## src/rtl/axis_frame_host_pkg.sv

```systemverilog
// Shared definitions for the host-side AXIS frame driver.
// Defaults match the accelerator wrapper so both ends of the link agree.
package axis_frame_host_pkg;

   localparam int unsigned STATE_WIDTH    = 2;
   localparam int unsigned DATA_WIDTH_DEF = 32;
   localparam int unsigned TX_NUM_DEF     = 8;
   localparam int unsigned RX_NUM_DEF     = 4;

   typedef enum logic [STATE_WIDTH-1:0] {
      IDLE = 2'd0,
      SEND = 2'd1,
      RECV = 2'd2,
      DONE = 2'd3
   } state_t;

endpackage

```

## src/rtl/axis_frame_host_if.sv

```systemverilog
// Paired AXIS links between the host driver (master modport) and the accelerator side (slave modport).
interface axis_frame_host_if
   import axis_frame_host_pkg::*;
#(
   parameter int unsigned DATA_WIDTH = DATA_WIDTH_DEF
);
   logic [DATA_WIDTH-1:0] m_data;
   logic                  m_valid;
   logic                  m_last;
   logic                  m_ready;
   logic [DATA_WIDTH-1:0] s_data;
   logic                  s_valid;
   logic                  s_last;
   logic                  s_ready;

   modport master (
      output m_data, m_valid, m_last,
      input  m_ready,
      input  s_data, s_valid, s_last,
      output s_ready
   );

   modport slave (
      input  m_data, m_valid, m_last,
      output m_ready,
      output s_data, s_valid, s_last,
      input  s_ready
   );
endinterface

```

## src/rtl/axis_frame_host_frame_buffer.sv

```systemverilog
// Word buffer with one synchronous write port and one asynchronous read port.
// Out-of-range addresses neither write nor read (read returns zero).
module axis_frame_host_frame_buffer #(
   parameter int unsigned DEPTH      = 8,
   parameter int unsigned ADR_WIDTH  = 8,
   parameter int unsigned DATA_WIDTH = 32
) (
   input  logic                  clk,
   input  logic                  wr,
   input  logic [ADR_WIDTH-1:0]  wrAdr,
   input  logic [DATA_WIDTH-1:0] din,
   input  logic [ADR_WIDTH-1:0]  rdAdr,
   output logic [DATA_WIDTH-1:0] dout
);
   localparam int unsigned IDX_WIDTH = (DEPTH > 1) ? $clog2(DEPTH) : 1;

   logic [DATA_WIDTH-1:0] mem [DEPTH];
   logic [IDX_WIDTH-1:0]  wrIdx;
   logic [IDX_WIDTH-1:0]  rdIdx;
   logic                  wrInRange;
   logic                  rdInRange;

   assign wrIdx     = IDX_WIDTH'(wrAdr);
   assign rdIdx     = IDX_WIDTH'(rdAdr);
   assign wrInRange = 32'(wrAdr) < 32'(DEPTH);
   assign rdInRange = 32'(rdAdr) < 32'(DEPTH);

   always_ff @(posedge clk) begin
      if (wr && wrInRange) mem[wrIdx] <= din;
   end

   assign dout = rdInRange ? mem[rdIdx] : '0;
endmodule

```

## src/rtl/axis_frame_host.sv

```systemverilog
// Host-side frame exchange: streams a loaded tx frame out as AXIS master, then
// collects the result frame as AXIS slave, flagging length errors against s_last.
module axis_frame_host
   import axis_frame_host_pkg::*;
#(
   parameter int unsigned DATA_WIDTH   = DATA_WIDTH_DEF,
   parameter int unsigned TX_NUM       = TX_NUM_DEF,
   parameter int unsigned RX_NUM       = RX_NUM_DEF,
   parameter int unsigned TX_ADR_WIDTH = 8,
   parameter int unsigned RX_ADR_WIDTH = 8
) (
   input  logic                    clk,
   input  logic                    rst_n,
   axis_frame_host_if.master       bus,
   input  logic                    host_start,
   input  logic                    host_tx_wr,
   input  logic [TX_ADR_WIDTH-1:0] host_tx_adr,
   input  logic [DATA_WIDTH-1:0]   host_tx_data,
   input  logic [RX_ADR_WIDTH-1:0] host_rx_adr,
   output logic [DATA_WIDTH-1:0]   host_rx_data,
   output logic                    busy,
   output logic                    done,
   output logic                    err_len
);
   localparam logic [TX_ADR_WIDTH-1:0] TX_LAST = TX_ADR_WIDTH'(TX_NUM - 1);
   localparam logic [RX_ADR_WIDTH-1:0] RX_LAST = RX_ADR_WIDTH'(RX_NUM - 1);

   state_t                  state, nextState;
   logic [TX_ADR_WIDTH-1:0] txCnt, txCntNext;
   logic [RX_ADR_WIDTH-1:0] rxCnt, rxCntNext;
   logic                    errLen, errLenNext;
   logic                    txWr;
   logic                    rxWr;
   logic [DATA_WIDTH-1:0]   txRdData;

   // State and counter registers
   always_ff @(posedge clk or negedge rst_n) begin
      if (!rst_n) begin
         state  <= IDLE;
         txCnt  <= '0;
         rxCnt  <= '0;
         errLen <= 1'b0;
      end else begin
         state  <= nextState;
         txCnt  <= txCntNext;
         rxCnt  <= rxCntNext;
         errLen <= errLenNext;
      end
   end

   // Next-state and buffer write control
   always_comb begin
      nextState  = state;
      txCntNext  = txCnt;
      rxCntNext  = rxCnt;
      errLenNext = errLen;
      txWr       = 1'b0;
      rxWr       = 1'b0;
      unique case (state)
         IDLE: begin
            txWr = host_tx_wr;
            if (host_start) begin
               nextState  = SEND;
               txCntNext  = '0;
               rxCntNext  = '0;
               errLenNext = 1'b0;
            end
         end
         SEND: begin
            if (bus.m_ready) begin
               // Counter returns to zero on the final beat so it never passes TX_NUM-1
               if (txCnt == TX_LAST) begin
                  txCntNext = '0;
                  nextState = RECV;
               end else begin
                  txCntNext = txCnt + TX_ADR_WIDTH'(1);
               end
            end
         end
         RECV: begin
            if (bus.s_valid) begin
               rxWr = 1'b1;
               if (rxCnt == RX_LAST) begin
                  nextState = DONE;
                  if (!bus.s_last) errLenNext = 1'b1;
               end else begin
                  rxCntNext = rxCnt + RX_ADR_WIDTH'(1);
                  if (bus.s_last) begin
                     errLenNext = 1'b1;
                     nextState  = DONE;
                  end
               end
            end
         end
         DONE: nextState = IDLE;
         default: nextState = IDLE;
      endcase
   end

   axis_frame_host_frame_buffer #(
      .DEPTH     (TX_NUM),
      .ADR_WIDTH (TX_ADR_WIDTH),
      .DATA_WIDTH(DATA_WIDTH)
   ) txBuf (
      .clk  (clk),
      .wr   (txWr),
      .wrAdr(host_tx_adr),
      .din  (host_tx_data),
      .rdAdr(txCnt),
      .dout (txRdData)
   );

   axis_frame_host_frame_buffer #(
      .DEPTH     (RX_NUM),
      .ADR_WIDTH (RX_ADR_WIDTH),
      .DATA_WIDTH(DATA_WIDTH)
   ) rxBuf (
      .clk  (clk),
      .wr   (rxWr),
      .wrAdr(rxCnt),
      .din  (bus.s_data),
      .rdAdr(host_rx_adr),
      .dout (host_rx_data)
   );

   // Handshake outputs decode directly from the state register
   assign bus.m_valid = (state == SEND);
   assign bus.m_last  = (state == SEND) && (txCnt == TX_LAST);
   assign bus.m_data  = txRdData;
   assign bus.s_ready = (state == RECV);
   assign busy        = (state == SEND) || (state == RECV);
   assign done        = (state == DONE);
   assign err_len     = errLen;
endmodule

```

## src/flat_wrapper.sv

```systemverilog
// flat-port wrapper written by rule: the top's interface ports become plain ports
module axis_frame_host_flat import axis_frame_host_pkg::*;
#(
   parameter int unsigned DATA_WIDTH   = DATA_WIDTH_DEF,
   parameter int unsigned TX_NUM       = TX_NUM_DEF,
   parameter int unsigned RX_NUM       = RX_NUM_DEF,
   parameter int unsigned TX_ADR_WIDTH = 8,
   parameter int unsigned RX_ADR_WIDTH = 8
)
  (clk, rst_n, host_start, host_tx_wr, host_tx_adr, host_tx_data, host_rx_adr, host_rx_data, busy, done, err_len, bus_m_data, bus_m_valid, bus_m_last, bus_m_ready, bus_s_data, bus_s_valid, bus_s_last, bus_s_ready);
  axis_frame_host_if #(.DATA_WIDTH(DATA_WIDTH)) bus_i ();
  input  logic clk;
  input  logic rst_n;
  input  logic host_start;
  input  logic host_tx_wr;
  input  logic [TX_ADR_WIDTH-1:0] host_tx_adr;
  input  logic [DATA_WIDTH-1:0] host_tx_data;
  input  logic [RX_ADR_WIDTH-1:0] host_rx_adr;
  output logic [DATA_WIDTH-1:0] host_rx_data;
  output logic busy;
  output logic done;
  output logic err_len;
  output wire logic [$bits(bus_i.m_data)-1:0] bus_m_data;
  output wire logic [$bits(bus_i.m_valid)-1:0] bus_m_valid;
  output wire logic [$bits(bus_i.m_last)-1:0] bus_m_last;
  input wire logic [$bits(bus_i.m_ready)-1:0] bus_m_ready;
  input wire logic [$bits(bus_i.s_data)-1:0] bus_s_data;
  input wire logic [$bits(bus_i.s_valid)-1:0] bus_s_valid;
  input wire logic [$bits(bus_i.s_last)-1:0] bus_s_last;
  output wire logic [$bits(bus_i.s_ready)-1:0] bus_s_ready;
  assign bus_m_data = bus_i.m_data;
  assign bus_m_valid = bus_i.m_valid;
  assign bus_m_last = bus_i.m_last;
  assign bus_i.m_ready = bus_m_ready;
  assign bus_i.s_data = bus_s_data;
  assign bus_i.s_valid = bus_s_valid;
  assign bus_i.s_last = bus_s_last;
  assign bus_s_ready = bus_i.s_ready;
  axis_frame_host #(.DATA_WIDTH(DATA_WIDTH), .TX_NUM(TX_NUM), .RX_NUM(RX_NUM), .TX_ADR_WIDTH(TX_ADR_WIDTH), .RX_ADR_WIDTH(RX_ADR_WIDTH)) u_core (.clk(clk), .rst_n(rst_n), .bus(bus_i), .host_start(host_start), .host_tx_wr(host_tx_wr), .host_tx_adr(host_tx_adr), .host_tx_data(host_tx_data), .host_rx_adr(host_rx_adr), .host_rx_data(host_rx_data), .busy(busy), .done(done), .err_len(err_len));
endmodule
```

## config.mk

```make
export PLATFORM = sky130hd
export DESIGN_NAME = axis_frame_host_flat
export DESIGN_NICKNAME = d
export VERILOG_FILES = /design/src/rtl/axis_frame_host_pkg.sv /design/src/rtl/axis_frame_host_if.sv /design/src/rtl/axis_frame_host_frame_buffer.sv /design/src/rtl/axis_frame_host.sv /design/src/flat_wrapper.sv
export SDC_FILE = /design/constraint.sdc
export NUM_CORES = 1
export LEC_CHECK = 0
export ABC_AREA = 1
export CORE_MARGIN = 3
export CORE_UTILIZATION = 45
export DETAILED_ROUTE_END_ITERATION = 10
export PLACE_DENSITY_LB_ADDON = 0.12
export SYNTH_ARGS = -nofsm -noshare
export SYNTH_HDL_FRONTEND = slang
export SYNTH_SLANG_ARGS = --single-unit
```

## constraint.sdc

```tcl
create_clock -name clk -period 4.13 [get_ports clk]
set_input_delay 0.826 -clock clk [delete_from_list [all_inputs] [get_ports clk]]
set_output_delay 0.826 -clock clk [all_outputs]
set_load 0.01 [all_outputs]
```

==> impl_metrics.yaml, run 1 <==
grt:
  grt_antenna_before_repair: 0
  grtUsageTotal_pct: 18.60
  grt_overflow: 0
  grt_first_pass_wirelength_mm: 57.19
  grt_max_degree: 132
  grt_pass1_vias: 10400
setup_path:
  endpoint_kind: "output pin"
  cp-start-kind: "register"
  worstSetupPathType: "reg -> out"
  crit_fanout: 52
  crit_required_ns: 3.30
  crit_arrival_ns: 2.91
logic_synthesis:
  syn_area_per_cell_um2: 11.97
  synth_area_um2: 16470
  synthCells: 1376
  yosys_register_bits: 403
  ys_types: 28
  yosysWarnings: 0
  syn-num-nets: 1473
  ys_seq_area_share_pct: 72.91
layout:
  syn_to_final_growth_pct: 20.78
  final_common_cell: "edfxtp_1"
  diodes: 0
  final_cell_mix: "edfxtp_1 (384), nand2_1 (267), nor2_1 (219), clkdlybuf4s50_1 (155), o21ai_0 (109)"
  post-route-util_pct: 55.52
  drive_gt1_share_pct: 8.579
  final_cells: 2023
  post-route-cell-area_um2: 19890
  finalNetCount: 1625
pwr:
  ir_worst_vdd_uv: 403.4
  power_mw: 10.81
  powerDensity_nw_per_um2: 543.7
  leakagePower_nw: 7.061
clock_tree:
  clk_pin_slew_worst_paths_ns: 0.06
  clock-root-buffer: "clkbuf_16"
  ctsHoldBuffers: 0
  cts-buffers-inserted: 43
  cts_tree: "done"
  numClockSinks: 403
  post_cts_buffers: 0
  clockBufferDepth: 3
  htree_levels: 2
  clk-insertion-delay-late_ns: 0.53
  cts-resized-gates: 0
place:
  place_ws_ns: 0.4994
  dp_cells: 1944
  place_area_um2: 18570
  gp_congestion: 0.7723
  dp_hpwl_mm: 20.38
  port_buffers: 156
timing:
  max_freq_ghz: 0.2677
  setup_violations: 0
  slew_headroom_pct: 38.79
  finClkSkew_ns: 0.01132
  period_share_pct: 90.45
  holdWs_ns: 0.4797
  min_period_ns: 3.736
  hold_violations: 0
  setup_tns_ns: 0
  worst_slack_ns: 0.3944
  slew_violations: 0
  rsz0062_at_grt: "false"
  worstMarginPinSlew_ns: 0.9153
drt:
  routed_wl_mm: 36.68
  viasPerCell: 5.240
  final_antenna_net_count: 0
  drc_errors: 0
  first_pass_iters: 5
  num_vias: 10600
  drt_iter0_markers: 538
  wl_per_cell_um: 18.13
floorplan:
  die_h_um: 197.3
  core_um2: 35830
  io_pins: 157
  num_rows: 69
  dieWidth_um: 197.3
  dieArea_um2: 38930
  start_util_pct: 45.96
min_path:
  hold_path.class: "reg -> reg"
outcome:
  outcome: "completed"
job:
  maxCapViolCount: 0
==> area by class of cell <==
type	instances	area, µm²
sequential	403	12010
fill	3035	15940
tap	461	576.8
inverter	39	147.6
clock inverter	23	173.9
multi-input combinational	857	3994
clock buffer	56	1146
timing repair buffer	184	1842
==> layer usage <==
| metal | vias up | track usage (%) | share of wire (%) | routed length [µm] |
|---|---|---|---|---|
| li1 | 5166 | - | - | - |
| met1 | 5156 | 24.89 | 45 | 16350 |
| met2 | 211 | 31.96 | 49 | 17940 |
| met3 | 67 | 2.763 | 4.2 | 1547 |
| met4 | 0 | 5.253 | 2.3 | 840 |
| met5 | - | 0 | 0 | 0 |
==> final timing paths <==
kind                                  from                      end  slack (ns)  depth (start not counted)
setup / recovery           u_core.txCnt[0]            bus_m_data[9]        0.39                          9
setup reg to reg           u_core.state[0]  u_core.txBuf.mem[0][12]        1.45                          7
min in group asynchronous            rst_n          u_core.state[1]        0.81                          1
hold reg to reg             u_core.err_len           u_core.err_len        0.48                          2
max in group asynchronous            rst_n          u_core.txCnt[0]        2.65                          1
hold / removal              u_core.err_len           u_core.err_len        0.48                          2
==> power breakdown <==
group	switching (mW)	internal (mW)	total (mW)
combinational	1.54	1.05	2.59
sequential	0.0453	4.60	4.65
clock	1.49	2.08	3.58
==> cells in the mapped netlist <==
library cell	count	area share (%)
inv_1	35	0.80
buf_1	7	0.16
a21oi_1	36	1.1
buf_6	2	0.14
clkinv_1	1	0.023
nor4_1	2	0.076
xor2_1	3	0.16
nor2_2	1	0.038
buf_2	28	0.85
inv_2	3	0.068
ha_1	10	0.76
o21ai_1	7	0.21
a21o_1	1	0.046
o211ai_1	31	1.4
o21ai_0	109	3.3
buf_4	14	0.64
a31oi_1	31	1.2
dfrtp_1	19	2.9
nand2_2	1	0.038
nand3_1	86	2.6
o22ai_1	1	0.038
nor2_1	231	5.3
or2_2	32	1.2
clkbuf_1	26	0.59
nor3_1	3	0.091
edfxtp_1	384	70
nand4_1	5	0.19
nand2_1	267	6.1
==> kinds of logic (layout without fill, tap and decap cells) <==
family | Yosys count | count (layout) | share of synthesized area [%]
AND/OR/NAND/NOR | 628 | 628 | 15.61
flip-flops | 403 | 403 | 72.91
XOR/XNOR | 3 | 3 | 0.1596
buffers and inverters | 116 | 302 | 3.267
AO/OA/AOI/OAI | 216 | 216 | 7.294
adder cells (fa/ha/maj) | 10 | 10 | 0.7598
==> state kept, by name (all words and copies together), names as in the netlist <==
name,count
u_core.err_len,1
u_core.txCnt,8
u_core.state,2
u_core.txBuf.mem,256
u_core.rxBuf.mem,128
u_core.rxCnt,8
==> critical path, cell delays in order (launching register included) <==
cell             delay (ns)
dfrtp_4                0.49
clkinv_2               0.39
buf_12                 0.31
nand2_1                0.08
nand3_1                0.07
nand2_1                0.06
nand2_1                0.05
nand2_1                0.05
a31oi_1                0.26
clkdlybuf4s50_1        0.61
No activity file was read; power rests on OpenSTA's default activity.
==> inputs of run 2 (changes only) <==
CORE_UTILIZATION = 57   (was 45)
PLACE_DENSITY_LB_ADDON = 0.1   (was 0.12)
==> impl_metrics.yaml, run 2 (same netlist as run 1, synthesis figures left out) <==
timing:
  worstMarginPinSlew_ns: 0.9041
  setup_violations: 0
  min_period_ns: 3.737
  slew_headroom_pct: 39.54
  period_share_pct: 90.49
  worst_slack_ns: 0.3928
  setup_tns_ns: 0
  max_freq_ghz: 0.2676
  hold_violations: 0
  finClkSkew_ns: 0.01509
  slew_violations: 0
  rsz0062_at_grt: "false"
setup_path:
  crit_path_start: "u_core.txCnt[0]"
  rr_worst_depth: 7
  crit_arrival_ns: 2.91
  endpoint_kind: "output pin"
  crit_fanout: 34
  regToRegEndpoint: "u_core.txBuf.mem[3][20]"
  worstSetupPathType: "reg -> out"
  worstReg2RegStart: "u_core.state[0]"
  r2r_setup_slack_ns: 1.51
  cp-endpoint: "bus_m_data[6]"
  crit_required_ns: 3.30
  cp-start-kind: "register"
drt:
  drc_errors: 0
  num_vias: 10770
  first_pass_iters: 5
  final_antenna_net_count: 0
  wl_per_cell_um: 18.41
  viasPerCell: 5.576
  drt_iter0_markers: 1081
  routed_wl_mm: 35.56
pwr:
  powerDensity_nw_per_um2: 536.8
  leakagePower_nw: 7.006
  ir_worst_vdd_uv: 396.7
grt:
  use_met1_pct: 30.52
  grt_use_met2_pct: 39.12
  grt_antenna_before_repair: 1
  grt_pass1_vias: 10520
  busiest_layer: "met2"
  grt_use_met3_pct: 3.548
  grt_overflow: 0
  grt_first_pass_wirelength_mm: 55.63
  grtUsageTotal_pct: 22.76
  grt_max_degree: 132
layout:
  final_common_cell: "edfxtp_1"
  largest_reg_flops: 256
  fill_cells: 1957
  drive_gt1_share_pct: 8.312
  post-route-cell-area_um2: 19660
  final_cell_mix: "edfxtp_1 (384), nand2_1 (267), nor2_1 (219), clkdlybuf4s50_1 (155), o21ai_0 (109)"
  syn_to_final_growth_pct: 19.39
  largest-register: "u_core.txBuf.mem"
  reg_top3: "u_core.txBuf.mem (256), u_core.rxBuf.mem (128)"
  finalNetCount: 1623
floorplan:
  num_rows: 61
  start_util_pct: 58.47
  die_h_um: 176.0
  io_pins: 157
  core_um2: 28160
  dieArea_um2: 30970
  dieWidth_um: 176.0
place:
  port_buffers: 156
  gp_congestion: 0.8227
  place_area_um2: 18460
  place_ws_ns: 0.5896
  dp_hpwl_mm: 19.64
clock_tree:
  clockBufferDepth: 3
  numClockSinks: 403
  htree_levels: 2
  clk-insertion-delay-late_ns: 0.53
  clock-root-buffer: "clkbuf_16"
  cts-resized-gates: 0
  cts-buffers-inserted: 40
  clk_pin_slew_worst_paths_ns: 0.06
  cts_tree: "done"
  post_cts_buffers: 0
  ctsHoldBuffers: 0
min_path:
  hold_path.class: "reg -> reg"
outcome:
  outcome: "completed"
job:
  maxCapViolCount: 0
-- run 2: cell count changes in the layout (fill, tap and decap cells not counted), sizes merged --
cell      delta
diode        +2
clkinv       -2
buf          +1
clkinvlp     -2
inv          +1
clkbuf       -8
-- run 2: worst min path at each step --
stage                          startpoint  depth (start not counted)  slack [ns]               to
after global placement     u_core.err_len                          2        0.46   u_core.err_len
after CTS                  u_core.err_len                          2        0.47   u_core.err_len
after global routing       u_core.err_len                          2        0.50   u_core.err_len
final                      u_core.err_len                          2        0.47   u_core.err_len
after floorplan           u_core.rxCnt[7]                          2        0.47  u_core.rxCnt[7]
after detailed placement   u_core.err_len                          2        0.46   u_core.err_len
-- run 2: through the flow --
| stage | cells | utilization (%) | hold slack, ns | power, mW |
|---|---|---|---|---|
| after floorplan | 1376 | - | 0.4749 | 6.291 |
| after global placement | 1862 | 65.55 | 0.4578 | 7.260 |
| after detailed placement | 1862 | 65.55 | 0.4589 | 7.312 |
| after CTS | 1930 | 69.79 | 0.4738 | 10.63 |
| after global routing | 1931 | 69.80 | 0.4961 | 11.07 |
| final | 1932 | 69.81 | 0.4704 | 10.55 |
-- run 2: power breakdown --
| group | switching, mW | total (mW) | internal (mW) |
|---|---|---|---|
| clock | 1.41 | 3.33 | 1.92 |
| combinational | 1.55 | 2.58 | 1.03 |
| sequential | 0.0437 | 4.65 | 4.60 |
-- run 2: layout make-up --
type                            count  area, µm²  area share, %
Antenna cell                        2      5.005        0.02545
Sequential cell                   403      12010          61.09
Inverter                           39      147.6         0.7509
Timing Repair Buffer              185       1837          9.342
Tap cell                          378      473.0          2.405
Multi-Input combinational cell    857       3994          20.31
Clock buffer                       48       1041          5.295
Clock inverter                     20      153.9         0.7827
-- run 2: metal layers --
layer / routed length, µm / vias up
met5: 0 / -
met2: 18000 / 330
li1: - / 5136
met1: 14930 / 5254
met3: 1978 / 52
met4: 657 / 0
-- run 2: critical path, stage by stage (launching register included) --
cell and delay [ns]:
dfrtp_4 0.50, clkinv_2 0.28, buf_4 0.41, nand2_1 0.09, nand3_1 0.09, nand2_1 0.07, nand2_1 0.06, nand2_1 0.06
a31oi_1 0.22, clkdlybuf4s50_1 0.59
==> inputs of run 3 (changes only) <==
CORE_UTILIZATION = 60   (was 57)
clock period = 4.4 ns   (was 4.13 ns; I/O delays follow)
==> impl_metrics.yaml, run 3 (same netlist as run 1, synthesis figures left out) <==
drt:
  first_pass_iters: 5
  wl_per_cell_um: 18.16
  routed_wl_mm: 34.55
  viasPerCell: 5.583
  drt_iter0_markers: 957
  drc_errors: 0
  final_antenna_net_count: 0
  num_vias: 10630
layout:
  drive_gt1_share_pct: 8.969
  final_common_cell: "edfxtp_1"
  largest_reg_flops: 256
  final_cell_mix: "edfxtp_1 (384), nand2_1 (267), nor2_1 (219), clkdlybuf4s50_1 (155), o21ai_0 (109)"
  largest-register: "u_core.txBuf.mem"
  finalNetCount: 1626
  syn_to_final_growth_pct: 19.85
  reg_top3: "u_core.txBuf.mem (256), u_core.rxBuf.mem (128)"
timing:
  max_freq_ghz: 0.2583
  rsz0062_at_grt: "false"
  worstMarginPinSlew_ns: 1.099
  min_period_ns: 3.872
  setup_violations: 0
  hold_violations: 0
  slew_headroom_pct: 26.64
  setup_tns_ns: 0
  period_share_pct: 88.00
  holdWs_ns: 0.4817
  finClkSkew_ns: 0.007348
  slew_violations: 0
clock_tree:
  numClockSinks: 403
  cts_tree: "done"
  clk_pin_slew_worst_paths_ns: 0.06
  clk-insertion-delay-late_ns: 0.52
  cts-resized-gates: 0
  ctsHoldBuffers: 0
  post_cts_buffers: 0
  cts-buffers-inserted: 41
  htree_levels: 2
  clockBufferDepth: 3
  clock-root-buffer: "clkbuf_16"
grt:
  grt_max_degree: 132
  grtUsageTotal_pct: 23.25
  grt_pass1_vias: 10300
  grt_antenna_before_repair: 1
  grt_overflow: 0
  grt_first_pass_wirelength_mm: 53.79
job:
  maxCapViolCount: 0
floorplan:
  dieWidth_um: 171.7
  core_um2: 26950
  dieArea_um2: 29470
  io_pins: 157
  die_h_um: 171.7
  start_util_pct: 61.10
  num_rows: 60
outcome:
  outcome: "completed"
setup_path:
  cp_slowest_stage_delay_ns: 0.80
  crit_path_start: "host_rx_adr[1]"
  worstReg2RegStart: "u_core.state[0]"
  crit_required_ns: 3.52
  crit_chain: "clkdlybuf4s50_1, inv_1, nor2_1, o21ai_0, a21oi_1, clkdlybuf4s50_1"
  crit_fanout: 32
  endpoint_kind: "output pin"
  regToRegEndpoint: "u_core.txBuf.mem[3][18]"
  cp-endpoint: "host_rx_data[14]"
  critPathMostFrequentCell: "clkdlybuf4s50_1"
  worstSetupPathType: "in -> out"
  r2r_setup_slack_ns: 1.61
  cp-start-kind: "primary input"
  crit_arrival_ns: 2.99
  rr_worst_depth: 7
  cpMaxStageDelayCell: "inv_1"
pwr:
  powerDensity_nw_per_um2: 511.2
  power_mw: 10.09
  leakagePower_nw: 7.072
  ir_worst_vdd_uv: 395.2
place:
  gp_congestion: 0.8411
  port_buffers: 156
  dp_hpwl_mm: 19.68
min_path:
  hold_path.class: "reg -> reg"
-- run 3: cell types whose count changed in the layout (fill, tap and decap cells not counted) --
cell        delta
diode_2        -1
clkinv_8       -1
inv_6          -1
buf_4          +2
clkbuf_1       +5
bufinv_16      +1
clkinvlp_4     +1
clkbuf_16      +3
clkinv_2       +6
clkinv_1       -7
-- run 3: layer usage --
layer	vias up	wire length [µm]	GRT usage (%)
li1	5149	-	-
met1	5065	14020	30.51
met2	348	17450	39.83
met3	61	2324	4.321
met4	2	744	7.418
met5	-	10	0
-- run 3: final cells by class --
cell class / instances / area (µm²)
antenna: 1 / 2.502
multi-input combinational: 857 / 3994
clock inverter: 19 / 170.2
timing repair buffer: 187 / 1852
inverter: 39 / 147.6
fill: 1743 / 7213
sequential: 403 / 12010
clock buffer: 56 / 1135
tap: 341 / 426.7
-- run 3: report_power, final --
part / switching, mW / internal (mW)
registers: 0.0410 / 4.32
clock network: 1.35 / 1.98
logic: 1.42 / 0.969
total: 2.82 / 7.27
-- run 3: how the worst min path moves through the flow --
| stage | depth (start not counted) | from | endpoint | slack [ns] |
|---|---|---|---|---|
| 5_1_grt | 2 | u_core.err_len | u_core.err_len | 0.51 |
| 6_report | 2 | u_core.err_len | u_core.err_len | 0.48 |
| 2_1_floorplan | 2 | u_core.rxCnt[7] | u_core.rxCnt[7] | 0.47 |
| 3_3_place_gp | 2 | u_core.err_len | u_core.err_len | 0.46 |
| 4_1_cts | 2 | u_core.err_len | u_core.err_len | 0.49 |
| 3_5_place_dp | 2 | u_core.err_len | u_core.err_len | 0.47 |
-- run 3: critical path: cells and delay by family --
kind	cells	cell delay (ns)
buffers and inverters	3	1.72
AOI/OAI and AO/OA	2	0.28
and+or+nand+nor	1	0.11
-- run 3: stage by stage --
step                      std cells  utilization (%)  cell area (µm²)  setup WS [ns]
after CTS                      1902            73.23            19740         0.5011
after detailed placement       1827            68.38            18430         0.5580
final                          1903            73.24            19740         0.5280
after global routing           1902            73.23            19740         0.3631
after global placement         1827            68.38            18430         0.6440
after floorplan                1376                -            16470          1.203
